**config.mk**
```make
export PLATFORM = sky130hd
export DESIGN_NAME = issue_pair_flat
export DESIGN_NICKNAME = d
export VERILOG_FILES = /design/src/rtl/issue_pair_pkg.sv /design/src/rtl/issue_pair_if.sv /design/src/rtl/issue_hazard.sv /design/src/rtl/issue_pair.sv /design/src/flat_wrapper.sv
export SDC_FILE = /design/constraint.sdc
export NUM_CORES = 1
export LEC_CHECK = 0
export ABC_CLOCK_PERIOD_IN_PS = 5400
export CAP_MARGIN = 10
export CORE_AREA = 3 3 250 252
export CTS_CLUSTER_DIAMETER = 40
export DETAILED_ROUTE_END_ITERATION = 10
export DIE_AREA = 0 0 253 255
export GPL_ROUTABILITY_DRIVEN = 0
export PLACE_DENSITY = 0.58
export SKIP_LAST_GASP = 1
export SLEW_MARGIN = 5
export SYNTH_ARGS = -nofsm -noshare
export SYNTH_HDL_FRONTEND = slang
export SYNTH_HIERARCHICAL = 1
export SYNTH_SLANG_ARGS = --single-unit
```
**constraint.sdc**
```tcl
create_clock -name clk -period 5.4 [get_ports clk]
set_input_delay 1.08 -clock clk [delete_from_list [all_inputs] [get_ports clk]]
set_output_delay 1.08 -clock clk [all_outputs]
set_load 0.005 [all_outputs]
```
**src/rtl/issue_pair_pkg.sv**
```systemverilog
// issue_pkg: micro-op type, bubble constant and register helpers shared by the issue_pair block.
package issue_pkg;
    localparam int UOP_REG_W = 5;
    localparam int UOP_DATA_W = 32;
    localparam logic [UOP_REG_W-1:0] LINK_REG = 5'd31;
    typedef struct packed {
        logic                  JumpLink;
        logic                  RegWrite;
        logic                  MemtoReg;
        logic                  MemWrite;
        logic [2:0]            ALUControl;
        logic                  ALUSrc;
        logic                  RegDst;
        logic                  BitShift;
        logic [UOP_DATA_W-1:0] rd1;
        logic [UOP_DATA_W-1:0] rd2;
        logic [UOP_REG_W-1:0]  rs;
        logic [UOP_REG_W-1:0]  rt;
        logic [UOP_REG_W-1:0]  rd;
        logic [UOP_DATA_W-1:0] Imm;
        logic [UOP_REG_W-1:0]  BitNum;
        logic [UOP_DATA_W-1:0] PCPlus4;
    } uop_t;
    localparam uop_t BUBBLE_UOP = '0;
    function automatic logic [UOP_REG_W-1:0] dest_reg(uop_t u);
        return u.JumpLink ? LINK_REG : (u.RegDst ? u.rd : u.rt);
    endfunction
    function automatic logic writes_reg(uop_t u);
        return u.RegWrite && dest_reg(u) != '0;
    endfunction
    function automatic logic is_mem(uop_t u);
        return u.MemtoReg || u.MemWrite;
    endfunction
endpackage

```
**src/rtl/issue_pair_if.sv**
```systemverilog
// issue_pair_if: decode-side pair handshake, downstream control and execute-slot outputs.
interface issue_pair_if;
    import issue_pkg::*;
    logic in_valid_a;
    logic in_valid_b;
    uop_t in_a;
    uop_t in_b;
    logic in_ready;
    logic stall_i;
    logic flush_i;
    logic out_valid_a;
    logic out_valid_b;
    uop_t out_a;
    uop_t out_b;
    modport master (
        output in_valid_a, in_valid_b, in_a, in_b, stall_i, flush_i,
        input  in_ready, out_valid_a, out_valid_b, out_a, out_b
    );
    modport slave (
        input  in_valid_a, in_valid_b, in_a, in_b, stall_i, flush_i,
        output in_ready, out_valid_a, out_valid_b, out_a, out_b
    );
endinterface

```
**src/rtl/issue_hazard.sv**
```systemverilog
// issue_hazard: combinational pair-split and load-use detection; ISSUE_PAIR_DUAL_EN enables true dual issue.
module issue_hazard
    import issue_pkg::*;
#(
    parameter int REG_W = UOP_REG_W
) (
    input  uop_t in_a_i,
    input  uop_t in_b_i,
    input  uop_t hold_i,
    input  uop_t slot_a_i,
    input  uop_t slot_b_i,
    input  logic slot_va_i,
    input  logic slot_vb_i,
    output logic split_o,
    output logic lu_a_o,
    output logic lu_b_o,
    output logic lu_hold_o
);
    logic [REG_W-1:0] dst_sa, dst_sb;
    logic ld_sa, ld_sb;
    logic unused_bits;
    function automatic logic reads(uop_t u, logic [REG_W-1:0] r);
        return u.rs == r || u.rt == r;
    endfunction
    assign dst_sa = REG_W'(dest_reg(slot_a_i));
    assign dst_sb = REG_W'(dest_reg(slot_b_i));
    assign ld_sa = slot_va_i && slot_a_i.MemtoReg && writes_reg(slot_a_i);
    assign ld_sb = slot_vb_i && slot_b_i.MemtoReg && writes_reg(slot_b_i);
    assign lu_a_o = (ld_sa && reads(in_a_i, dst_sa)) || (ld_sb && reads(in_a_i, dst_sb));
    assign lu_b_o = (ld_sa && reads(in_b_i, dst_sa)) || (ld_sb && reads(in_b_i, dst_sb));
    assign lu_hold_o = (ld_sa && reads(hold_i, dst_sa)) || (ld_sb && reads(hold_i, dst_sb));
`ifdef ISSUE_PAIR_DUAL_EN
    logic [REG_W-1:0] dst_in_a;
    assign dst_in_a = REG_W'(dest_reg(in_a_i));
    assign split_o = (writes_reg(in_a_i) && reads(in_b_i, dst_in_a))
                   || (is_mem(in_a_i) && is_mem(in_b_i)) || in_a_i.JumpLink;
`else
    // Single-issue build: B is always deferred behind A.
    assign split_o = 1'b1;
`endif
    assign unused_bits = ^{in_a_i, in_b_i, hold_i, slot_a_i, slot_b_i};
endmodule

```
**src/rtl/issue_pair.sv**
```systemverilog
// issue_pair: dual-issue stage registering decode pairs into execute slots A/B with split, load-use, stall and flush.
// Dual issue is enabled by defining ISSUE_PAIR_DUAL_EN; otherwise the block issues one instruction per cycle.
module issue_pair
    import issue_pkg::*;
#(
    parameter int REG_W  = UOP_REG_W,
    parameter int DATA_W = UOP_DATA_W
) (
    input logic         clk,
    input logic         reset_n,
    issue_pair_if.slave bus
);
    localparam bit CFG_OK = REG_W == UOP_REG_W && DATA_W == UOP_DATA_W;
    uop_t out_a_q, out_a_d, out_b_q, out_b_d, hold_q, hold_d;
    logic va_q, va_d, vb_q, vb_d, hold_valid_q, hold_valid_d;
    logic split, lu_a, lu_b, lu_hold, accept;
    issue_hazard #(.REG_W(REG_W)) u_hazard (
        .in_a_i    (bus.in_a),
        .in_b_i    (bus.in_b),
        .hold_i    (hold_q),
        .slot_a_i  (out_a_q),
        .slot_b_i  (out_b_q),
        .slot_va_i (va_q),
        .slot_vb_i (vb_q),
        .split_o   (split),
        .lu_a_o    (lu_a),
        .lu_b_o    (lu_b),
        .lu_hold_o (lu_hold)
    );
    // A load-use hit on B blocks the whole pair so it is never reordered.
    assign accept = CFG_OK && reset_n && !bus.flush_i && !bus.stall_i && !hold_valid_q
                  && bus.in_valid_a && !lu_a && !(bus.in_valid_b && lu_b);
    always_comb begin
        out_a_d = out_a_q;
        out_b_d = out_b_q;
        va_d = va_q;
        vb_d = vb_q;
        hold_d = hold_q;
        hold_valid_d = hold_valid_q;
        if (bus.flush_i) begin
            out_a_d = BUBBLE_UOP;
            out_b_d = BUBBLE_UOP;
            va_d = 1'b0;
            vb_d = 1'b0;
            hold_valid_d = 1'b0;
        end else if (!bus.stall_i) begin
            out_a_d = BUBBLE_UOP;
            out_b_d = BUBBLE_UOP;
            va_d = 1'b0;
            vb_d = 1'b0;
            if (hold_valid_q) begin
                if (!lu_hold) begin
                    out_a_d = hold_q;
                    va_d = 1'b1;
                    hold_valid_d = 1'b0;
                end
            end else if (accept) begin
                out_a_d = bus.in_a;
                va_d = 1'b1;
                if (bus.in_valid_b && split) begin
                    hold_d = bus.in_b;
                    hold_valid_d = 1'b1;
                end else if (bus.in_valid_b) begin
                    out_b_d = bus.in_b;
                    vb_d = 1'b1;
                end
            end
        end
    end
    always_ff @(posedge clk or negedge reset_n) begin
        if (!reset_n) begin
            out_a_q <= BUBBLE_UOP;
            out_b_q <= BUBBLE_UOP;
            hold_q <= BUBBLE_UOP;
            va_q <= 1'b0;
            vb_q <= 1'b0;
            hold_valid_q <= 1'b0;
        end else begin
            out_a_q <= out_a_d;
            out_b_q <= out_b_d;
            hold_q <= hold_d;
            va_q <= va_d;
            vb_q <= vb_d;
            hold_valid_q <= hold_valid_d;
        end
    end
    assign bus.in_ready = accept;
    assign bus.out_valid_a = va_q;
    assign bus.out_valid_b = vb_q;
    assign bus.out_a = out_a_q;
    assign bus.out_b = out_b_q;
endmodule
```
**src/flat_wrapper.sv**
```systemverilog
// flat-port wrapper written by rule: the top's interface ports become plain ports
module issue_pair_flat import issue_pkg::*;
#(
    parameter int REG_W  = UOP_REG_W,
    parameter int DATA_W = UOP_DATA_W
)
  (clk, reset_n, bus_in_valid_a, bus_in_valid_b, bus_in_a, bus_in_b, bus_stall_i, bus_flush_i, bus_in_ready, bus_out_valid_a, bus_out_valid_b, bus_out_a, bus_out_b);
  issue_pair_if bus_i ();
  input logic clk;
  input logic reset_n;
  input wire logic [$bits(bus_i.in_valid_a)-1:0] bus_in_valid_a;
  input wire logic [$bits(bus_i.in_valid_b)-1:0] bus_in_valid_b;
  input wire logic [$bits(bus_i.in_a)-1:0] bus_in_a;
  input wire logic [$bits(bus_i.in_b)-1:0] bus_in_b;
  input wire logic [$bits(bus_i.stall_i)-1:0] bus_stall_i;
  input wire logic [$bits(bus_i.flush_i)-1:0] bus_flush_i;
  output wire logic [$bits(bus_i.in_ready)-1:0] bus_in_ready;
  output wire logic [$bits(bus_i.out_valid_a)-1:0] bus_out_valid_a;
  output wire logic [$bits(bus_i.out_valid_b)-1:0] bus_out_valid_b;
  output wire logic [$bits(bus_i.out_a)-1:0] bus_out_a;
  output wire logic [$bits(bus_i.out_b)-1:0] bus_out_b;
  assign bus_i.in_valid_a = bus_in_valid_a;
  assign bus_i.in_valid_b = bus_in_valid_b;
  assign bus_i.in_a = bus_in_a;
  assign bus_i.in_b = bus_in_b;
  assign bus_i.stall_i = bus_stall_i;
  assign bus_i.flush_i = bus_flush_i;
  assign bus_in_ready = bus_i.in_ready;
  assign bus_out_valid_a = bus_i.out_valid_a;
  assign bus_out_valid_b = bus_i.out_valid_b;
  assign bus_out_a = bus_i.out_a;
  assign bus_out_b = bus_i.out_b;
  issue_pair #(.REG_W(REG_W), .DATA_W(DATA_W)) u_core (.clk(clk), .reset_n(reset_n), .bus(bus_i));
endmodule
```
==> impl_metrics.ini <==
[synthesis]
synthTopCellsByCount = 477 x dfrtp_1, 162 x nand2_1, 159 x o21ai_0
synthAdderAreaFrac = 0
synthSimpleGateAreaFrac = 0.0456
yosysMostFrequentCell = dfrtp_1
async_reset_ff_frac = 1.00
synth_xor_area_frac = 0.0261
syn-cell-area_um2 = 20100
yosys-mux-area-fraction = 0.185
ys_ff_latch = 477
synth_compound_area_frac = 0.123
yosys-top-cells-area = dfrtp_1 59%, mux2i_1 7.8%, mux2_4 7.5%, a22o_1 6.9%, o21ai_0 3.9%
netlist.area_leader.share = 0.592
synth-edff-count = 0
synth_cell_types = 39
yosysWarningCount = 6
synth_area_leader_cell = dfrtp_1
syn_nets = 1847
syn_area_per_cell_um2 = 13.2
synth_ff_type = dfrtp_1
syn_inst = 1525
synth_top_family_by_area = multiplexers
seq_area_frac_synth = 0.592

[global_route]
grt_first_pass_wirelength_mm = 105
grt_pass1_vias = 16015
overflow = 0
grt_usage = 0.215
grt_max_degree = 160
grt_antenna_before_repair = 12

[worst_hold_path]
hold_path.class = in -> async

[clocking]
clock_latency_ps = 620
cts_tree = built
clkSlewWorstSetupHoldPaths_ps = 50
root_buffer = clkbuf_16
htree_levels = 3
cts_sinks = 477
numCtsBuffers = 84
cts.path.max_buffers = 3
post_cts_buffers = 0

[critical_path]
cp.arrival_ps = 4130
critical_path.startpoint_type = flop
cp_max_fo = 14
endpoint_kind = output pin
max_stage_delay_ps = 700
critical_path.top_delay_family = simple AND/OR/NAND/NOR gates
crit_chain = nor2b_1 -> a211oi_2 -> buf_4 -> nand3_1 -> nand4_1 -> o22ai_2 -> nor4b_1 -> and3_1 -> clkdlybuf4s50_1
crit_slowest_cell = clkdlybuf4s50_1
crit_type = reg -> out
path_buf_inv = 2
required_ps = 4320

[cells_and_area]
fin_cells = 3022
drive_gt1_frac = 0.152
final_area_um2 = 30200
nNetsFinal = 2484
syn2layout_area_growth_pct = 49.9

[sta]
rsz0062_at_grt = false
period_share = 0.965
slew_headroom = -13.3
finalSetupTns_ps = 0
fin_crit_ps = 5210
report.final.slew_viol_count = 160
clock_skew_ps = 34.1
fmax_mhz = 192
setup_viol = 0
finalHoldViolCount = 0
tightest_slew_ps = 21250

[routing]
route.detailed.drc = 0
ant_nets = 0
drtIter0Drc = 797
vias_per_cell = 4.96
drt_first_pass_iters = 5
drt_wl_total_mm = 71.5
routed-via-count = 14979
wl_per_cell_um = 23.7

[die]
initial_core_util = 0.334
core_um2 = 60400
ios = 641
die_y_um = 255
die_x_um = 253
row_count = 90
die-area_um2 = 64500

[placement]
place_area_um2 = 27300
dp_hpwl_mm = 49.3
numPortBuffers = 640
dp.cells = 2858

[power_and_ir_drop]
leakagePower_nw = 13.1
powerDensity_nw_per_um2 = 347
total_power_mw = 10.5
vdd_ir_drop_max_uv = 273

[flow_run]
drv_cap = 0

[run_status]
violations = max-slew violations
status = finished, violations left
==> flip-flops by register name (all words and copies together), names as in the netlist <==
signal                  flops
u_core/bus.out_valid_b      1
u_core/bus.out_b          158
u_core/bus.out_a          158
u_core/bus.out_valid_a      1
u_core/hold_q             158
u_core/hold_valid_q         1
==> power by group <==
group / switching, mW / internal (mW) / total [mW]
Combinational: 0.393 / 0.649 / 1.04
Sequential: 0.182 / 3.85 / 4.04
Clock: 1.98 / 3.43 / 5.41
Total: 2.56 / 7.93 / 10.5
==> worst paths after layout <==
path | start | to | slack (ps) | depth (start not counted)
setup / recovery | u_core/bus.out_b[149] | bus_in_ready | 190 | 9
hold / removal | reset_n | u_core/hold_q[118] | 360 | 1
setup reg to reg | u_core/bus.out_b[149] | u_core/hold_q[152] | 1090 | 10
hold reg to reg | u_core/bus.out_a[122] | u_core/bus.out_a[122] | 470 | 2
max in group asynchronous | reset_n | u_core/hold_q[35] | 2380 | 4
min in group clk | u_core/bus.out_a[122] | u_core/bus.out_a[122] | 470 | 2
==> logic make-up after synthesis <==
family | after synthesis
xor+xnor | 60
compound gates | 342
buf+inv | 111
other cells | 1
flops | 477
mux | 316
simple gates | 218
==> layout by cell type (no fill, tap or decap), types with 3 or more instances in the layout <==
cell / netlist / final
buf_12: 0 / 7
mux2_2: 49 / 49
inv_6: 0 / 14
o22ai_1: 4 / 4
clkdlybuf4s50_1: 0 / 639
clkinv_2: 0 / 9
inv_16: 0 / 3
a22o_1: 158 / 158
nand2_1: 162 / 162
mux2_4: 100 / 100
nor2b_1: 10 / 9
clkinv_4: 0 / 14
bufinv_16: 0 / 9
diode_2: 0 / 9
mux2_1: 9 / 9
a22oi_1: 6 / 6
dfrtp_1: 477 / 474
xnor2_1: 60 / 60
clkbuf_8: 0 / 5
buf_4: 1 / 14
clkbuf_16: 0 / 84
o21ai_0: 159 / 159
clkinvlp_4: 0 / 5
nor2_1: 17 / 17
nor3_1: 14 / 14
clkbuf_1: 76 / 9
a211oi_4: 7 / 7
mux2i_1: 158 / 158
==> final cells by class <==
| type | instances | area [µm²] |
|---|---|---|
| antenna | 9 | 22.5 |
| clock buffer | 98 | 2200 |
| clock inverter | 57 | 697 |
| fill | 5287 | 30200 |
| inverter | 1 | 3.75 |
| multi-input combinational | 937 | 7690 |
| sequential | 477 | 11900 |
| tap | 782 | 978 |
| timing repair buffer | 661 | 6660 |
==> what timing repair did <==
item,CTS,global route
hold buffers,0,0
gates resized for setup,1,1
setup endpoints to repair,1,1
cloned,0,0
==> stage by stage <==
stage | hold WS [ps] | util | worst slack [ps]
floorplan | 464 | - | 2130
global placement | 461 | 0.452 | 568
detailed placement | 469 | 0.452 | 512
CTS | 336 | 0.500 | 121
global route | 350 | 0.500 | 32.5
finish | 363 | 0.500 | 186
==> routing by layer <==
layer / vias up / GRT usage / share of wire
met5: - / 0 / 0.0011
met4: 10 / 0.0919 / 0.038
met3: 148 / 0.0602 / 0.063
met2: 441 / 0.361 / 0.50
met1: 7637 / 0.262 / 0.40
li1: 6743 / - / -
(Power assumes the default switching activity.)
